File: src/rtl/ftq_entry_queue.sv
// Fetch Target Queue: buffers predicted fetch blocks from the BPU, issues them
// in order to the ICache, and keeps each entry resident until the backend
// commits it. Three wrap-bit pointers track enqueue, fetch issue and commit.
module ftq_entry_queue #(
    parameter int DEPTH = 16,
    parameter int PTR_W = 4,
    parameter int PC_W  = 32,
    parameter int AF_TH = 14
) (
    input  logic             Clk,
    input  logic             Rest,
    input  logic             FTQStop,
    input  logic             FTQFlash,
    input  logic             EnqValid,
    input  logic [PC_W-1:0]  EnqStartPc,
    input  logic [PC_W-1:0]  EnqNextPc,
    input  logic             EnqTaken,
    output logic             EnqReady,
    output logic             FetchValid,
    input  logic             FetchReady,
    output logic [PC_W-1:0]  FetchPc,
    output logic [PC_W-1:0]  FetchNextPc,
    output logic             FetchTaken,
    output logic [PTR_W-1:0] FetchIdx,
    input  logic             CommitValid,
    output logic             FTQReq,
    output logic [PTR_W:0]   Count
);

    localparam logic [PTR_W:0] PTR_ZERO = {(PTR_W+1){1'b0}};
    localparam logic [PTR_W:0] PTR_ONE  = {{PTR_W{1'b0}}, 1'b1};
    localparam logic [PTR_W:0] AF_LIMIT = (PTR_W+1)'(AF_TH);

    // Entry storage; intentionally not reset or cleared on flush.
    logic [PC_W-1:0] startPcMem_r [DEPTH];
    logic [PC_W-1:0] nextPcMem_r  [DEPTH];
    logic [DEPTH-1:0] takenMem_r;

    logic [PTR_W:0] enqPtr_r;
    logic [PTR_W:0] fchPtr_r;
    logic [PTR_W:0] cmtPtr_r;
    logic [PTR_W:0] count_r;
    logic           ftqReq_r;

    logic [PTR_W:0] enqPtrNext_s;
    logic [PTR_W:0] fchPtrNext_s;
    logic [PTR_W:0] cmtPtrNext_s;
    logic [PTR_W:0] countNext_s;
    logic           full_s;
    logic           enqFire_s;
    logic           fetchFire_s;
    logic           cmtFire_s;

    // Handshake decode: full blocks enqueue even when a commit frees a slot this cycle.
    always_comb begin
        full_s      = (enqPtr_r[PTR_W-1:0] == cmtPtr_r[PTR_W-1:0]) &&
                      (enqPtr_r[PTR_W] != cmtPtr_r[PTR_W]);
        EnqReady    = ~full_s & ~FTQStop & ~FTQFlash;
        FetchValid  = (fchPtr_r != enqPtr_r) & ~FTQStop & ~FTQFlash;
        enqFire_s   = EnqValid & EnqReady;
        fetchFire_s = FetchValid & FetchReady;
        cmtFire_s   = CommitValid & (cmtPtr_r != fchPtr_r);
    end

    // Next-pointer selection; flush overrides every same-cycle pointer move.
    always_comb begin
        enqPtrNext_s = enqPtr_r;
        fchPtrNext_s = fchPtr_r;
        cmtPtrNext_s = cmtPtr_r;
        if (FTQFlash) begin
            enqPtrNext_s = PTR_ZERO;
            fchPtrNext_s = PTR_ZERO;
            cmtPtrNext_s = PTR_ZERO;
        end else begin
            if (enqFire_s) begin
                enqPtrNext_s = enqPtr_r + PTR_ONE;
            end else begin
                enqPtrNext_s = enqPtr_r;
            end
            if (fetchFire_s) begin
                fchPtrNext_s = fchPtr_r + PTR_ONE;
            end else begin
                fchPtrNext_s = fchPtr_r;
            end
            if (cmtFire_s) begin
                cmtPtrNext_s = cmtPtr_r + PTR_ONE;
            end else begin
                cmtPtrNext_s = cmtPtr_r;
            end
        end
        countNext_s = enqPtrNext_s - cmtPtrNext_s;
    end

    // Pointer, occupancy and almost-full registers; async reset drops all entries at once.
    always_ff @(posedge Clk or negedge Rest) begin
        if (!Rest) begin
            enqPtr_r <= PTR_ZERO;
            fchPtr_r <= PTR_ZERO;
            cmtPtr_r <= PTR_ZERO;
            count_r  <= PTR_ZERO;
            ftqReq_r <= 1'b0;
        end else begin
            enqPtr_r <= enqPtrNext_s;
            fchPtr_r <= fchPtrNext_s;
            cmtPtr_r <= cmtPtrNext_s;
            count_r  <= countNext_s;
            ftqReq_r <= (countNext_s >= AF_LIMIT);
        end
    end

    // Entry write on enqueue fire; no enqueue-to-fetch bypass, so data is seen next cycle.
    always_ff @(posedge Clk) begin
        if (enqFire_s) begin
            startPcMem_r[enqPtr_r[PTR_W-1:0]] <= EnqStartPc;
            nextPcMem_r[enqPtr_r[PTR_W-1:0]]  <= EnqNextPc;
            takenMem_r[enqPtr_r[PTR_W-1:0]]   <= EnqTaken;
        end
    end

    // Offered entry is read straight from storage at the fetch pointer.
    always_comb begin
        FetchIdx    = fchPtr_r[PTR_W-1:0];
        FetchPc     = startPcMem_r[fchPtr_r[PTR_W-1:0]];
        FetchNextPc = nextPcMem_r[fchPtr_r[PTR_W-1:0]];
        FetchTaken  = takenMem_r[fchPtr_r[PTR_W-1:0]];
        Count       = count_r;
        FTQReq      = ftqReq_r;
    end

endmodule

File: config.mk
export PLATFORM = sky130hd
export DESIGN_NAME = ftq_entry_queue
export DESIGN_NICKNAME = d
export VERILOG_FILES = /design/src/rtl/ftq_entry_queue.sv
export SDC_FILE = /design/constraint.sdc
export NUM_CORES = 1
export LEC_CHECK = 0
export CAP_MARGIN = 25
export CORE_UTILIZATION = 60
export DETAILED_ROUTE_END_ITERATION = 16
export PLACE_DENSITY = 0.9
export SLEW_MARGIN = 15
export SYNTH_ARGS = -nofsm -noshare
export SYNTH_HDL_FRONTEND = slang
export SYNTH_SLANG_ARGS = --single-unit
File: constraint.sdc
create_clock -name Clk -period 20.3 [get_ports Clk]
set_input_delay 6.09 -clock Clk [delete_from_list [all_inputs] [get_ports Clk]]
set_output_delay 6.09 -clock Clk [all_outputs]
set_load 0.005 [all_outputs]
==> metrics.txt <==
status completed; Starting Density 61.2%; DR WL met3 8620 um; highest routed layer met5; die extent in y 262 um; Yosys cell types 43; fraction of the cycle the final worst path needs 70.4%; post-CTS resize count 0; total number of placement rows 94; total of endpoints with negative setup slack in the final report 0; post-route DRC violation count 0; wire length of the first global-routing pass 142000 um; max_slew headroom 23.6%; Pins Over Slew Limit 0; skew final 0.0321 ns; Clock transition at path regs 0.06 ns; flip-flop and latch count after synthesis ~1100; kind of critical path input port to output port; clock latency at the later pin of the worst-skew pair approximately 0.67 ns; remaining global-route overflow 0; most frequent cells in the layout edfxtp_1 (1040), mux4_2 (325), clkdlybuf4s50_1 (148); commonest non-fill, non-tap cell in the layout edfxtp_1; Mapped Nets 1695; wire length per cell 36.4 um; pin count of the biggest net entering global routing 184; worst-case vdd ir drop 0.0000699 V; routed metal-1 wirelength 35000 um; Detailed Routing Iterations Pass 1 7; Sum Neg Setup Slack 0 ns; final design utilization 70.3%; io pins ~150; static power due to leakage 14.1 nW; clock buffer count from CTS 99; Worst Path Required 14.21 ns; vias in the first global route a little over 20000; total vias in the final route 19500; number of DRC markers in iteration 0 2643; sequential-to-total area share from yosys stat 78.4%; Total Wirelength ~100000 um; Post-synth EDFFs 1040; I/O Buffers 148; Area contributors post-synth edfxtp_1 (77%), mux4_2 (18%), dfrtp_1 (1.3%); die span in x 262 um; synthesized area 40500 um2; proportion of netlist area held by the largest area contributor around 77%; average via count per standard cell 7.04; clock tree from TritonCTS built; type of the most critical hold path flop to flop; nets@finish 1904; post-synthesis instance total between 1500 and 2000; initial antenna violation count 11; GPL Wtd Cong ~0.8; critical path capture point type output port; H-Tree Level Count 3; setup bufs post-CTS 0; Max Buffers Root-to-Sink 3; post-layout minimum cycle time 14.30 ns; Worst Tran Pin Value 1.15 ns; sink count of the clock tree ~1100; Core ar. 66200 um2; final hold violation count 0; average size of a mapped cell 25.1 um2; endpoint arrival time on the critical path 8.21 ns; power per unit of standard cell area 95.4 nW/um2; startpoint kind of the worst setup timing path input port; proportion of synthesized flip-flops having asynchronous set or reset 1.98%; number of warnings printed during yosys synthesis 0; fraction of final layout cells with drive strength greater than 1 between 20% and 30%; root buffer cell clkbuf_16; Worst Path Max Fanout 26; top achievable clock speed 0.0699 GHz; flip-flop cell with the highest count after synthesis edfxtp_1; overall fraction of global-route tracks in use 29.9%; antenna-violating nets left 0; dpl hpwl between 40000 and 50000 um; area enclosed by the die boundary around 69000 um2; routed length on met2 52600 um; area leader, netlist edfxtp_1; relative area change from synthesis to final layout 14.9%; MaxCap Viol Count 0; Post-CTS Hold Buffers 0; setup repair after global routing missed its margin false
path summary, 6_finish.rpt:
path	from	end	slack, ns	cells after the start
setup / recovery	FTQFlash	EnqReady	6.00	4
hold / removal	fchPtr_r[4]	fchPtr_r[4]	0.67	2
setup reg to reg	fchPtr_r[0]	FTQReq	14.90	14
hold reg to reg	fchPtr_r[4]	fchPtr_r[4]	0.67	2
max in group asynchronous	Rest	fchPtr_r[0]	14.18	2
min in group asynchronous	Rest	Count[0]	5.69	1
per-stage QoR:
step	instance area [um2]	setup WS (ns)	hold slack (ns)	power, mW	cells
floorplan	40500	2.82	0.562	2.52	1612
global placement	43000	6.12	0.600	2.58	2574
detailed placement	43100	6.12	0.646	2.59	2578
CTS	46400	6.11	0.654	4.44	2760
global route	46500	5.93	0.676	4.53	2768
finish	46500	6.00	0.672	4.44	2770
area by class of cell:
class,count,area (um2)
antenna,4,10.0
clock buffer,122,2630
sequential,1061,31800
tap,864,1080
inverter,9,33.8
timing repair buffer,195,2000
clock inverter,60,631
fill,3496,19700
multi-input combinational,455,8390
synthesized netlist by cell type (2+ instances only):
library cell and count:
buf_6 8, buf_1 8, a221oi_1 2, clkbuf_2 2, clkbuf_1 37, nor3_1 5
nor2_1 26, xor2_1 14, nand4_1 8, or2_2 4, and4_1 3, mux4_2 325
dfrtp_1 21, buf_2 27, nand2b_1 2, a21oi_1 4, xnor2_1 14, a211oi_1 3
inv_1 9, buf_4 5, edfxtp_1 1040, nand3_1 2, a2111oi_0 3, ha_1 10
mux2i_1 3, nand2_1 10
power by group:
group	switching, mW	internal (mW)	leakage (nW)
combinational	0.0688	0.0636	2.89
sequential	0.00496	2.41	9.64
clock	0.805	1.08	1.60
state kept, by name, indices dropped and copies added (netlist names):
name and flops:
FTQReq 1, nextPcMem_r 512, takenMem_r 16, cmtPtr_r 5
Count 5, startPcMem_r 512, fchPtr_r 5, enqPtr_r 5
metal layers:
metal  vias to the layer above  track usage, %
li1                       7401               -
met1                     10300            38.3
met2                      1452            51.0
met3                       320            4.98
met4                        12            13.6
met5                         -               0
critical path, stage by stage:
cell and delay, ns:
clkdlybuf4s50_1 0.93, nor2_1 0.40, a21boi_0 0.24, clkdlybuf4s50_1 0.54
cells by family (layout without fill, tap and decap cells):
group / Yosys count / after routing / synth area share (%)
adder cells (fa/ha/maj): 11 / 11 / 0.358
multiplexers: 329 / 329 / 18.2
XOR/XNOR: 28 / 28 / 0.606
AO/OA/AOI/OAI: 19 / 19 / 0.405
other: 0 / 4 / 0
AND/OR/NAND/NOR: 68 / 68 / 0.862
buffers and inverters: 96 / 386 / 1.17
flip-flops: 1061 / 1061 / 78.4
Power figures use the tool's default switching activity.
==> patch: new RTL, same flow settings <==
The parameter `PC_W` goes from 32 to 16.
--- a/src/rtl/ftq_entry_queue.sv
+++ b/src/rtl/ftq_entry_queue.sv
@@ -5,5 +5,5 @@
     parameter int DEPTH = 16,
     parameter int PTR_W = 4,
-    parameter int PC_W  = 32,
+    parameter int PC_W  = 16,
     parameter int AF_TH = 14
 ) (
Interface: changed (resized EnqNextPc, EnqStartPc, FetchNextPc and FetchPc); port bits go from 149 to 85. The function was not compared with the original's and may differ.
==> patch against the original RTL <==
  * Routed wire length decreased by 51%
  * Area after synthesis decreased by 47%
  * Power decreased by 49%
  * Sequential cell count decreased by 512
  * Clock power decreased by 49%
  * Design area decreased by 47%
  * Non-clock buffer count decreased by 89
  * Setup slack improved by 0.095 ns
  * Largest cell class unchanged
==> patch: results <==
[layout]
seq_cells = 549
multi_input_gates = 295
sh_seq_area_pct = 67.05
n_all_buffers = 106
final-clk-cell-share_pct = 6.772
diodes = 0
nClkBuffers = 59
buf_share_pct = 4.197

[routing]
wire_per_inst_um = 32.42
drt-initial-drc-count = 1288
dr.pass1.iters = 5

[run_status]
outcome = "finished clean"

[placed_design]
hpwl_um = 23830
place_ws_ns = 6.098
placedCellCount = 1412
portBuffers = 84

[synth]
syn-instance-count = 904
synthMuxAreaShare_pct = 17.64
synthAdderAreaFrac_pct = 0.6814
synth_common_cells = "edfxtp_1, mux4_2, clkbuf_1, nor2_1, dfrtp_1"
synth_edf_count = 528
async_reset_ff_share_pct = 3.825
yosysSeqAreaShare_pct = 76.90

[global_routing]
grt_pass1_wl_um = 71800
grt_usage_pct = 28.24
grt_antenna_before_repair = 0
grt_pass1_vias = 10820

[power]
p_clk_mw = 0.955
swShare_pct = 19.95
power_frac_seq_pct = 54.9

[sta]
finClkSkew_ns = 0.03032
slew_headroom_pct = 29.75

[clocking]
htree_levels = 2

[critical_path]
cp.arrival_ns = 8.11

[floorplan]
fp.dieW_um = 190.4
## patch: routing by layer
| metal | part of all wire [%] | wire length (um) | vias to the layer above | track usage, % |
|---|---|---|---|---|
| met5 | 0 | 0 | - | 0 |
| met2 | 51 | 24790 | 682 | 46.21 |
| li1 | - | - | 4046 | - |
| met1 | 37 | 17930 | 5435 | 38.17 |
| met4 | 3.4 | 1670 | 0 | 10.86 |
| met3 | 9.3 | 4536 | 119 | 5.466 |
## patch: final timing paths
path	slack, ns	end	startpoint
max	6.10	EnqReady	FTQFlash
min	0.63	fchPtr_r[4]	fchPtr_r[4]
max reg2reg	15.83	FTQReq	fchPtr_r[2]
min reg2reg	0.63	fchPtr_r[4]	fchPtr_r[4]
max in group asynchronous	13.94	fchPtr_r[1]	Rest
min in group asynchronous	5.87	Count[4]	Rest
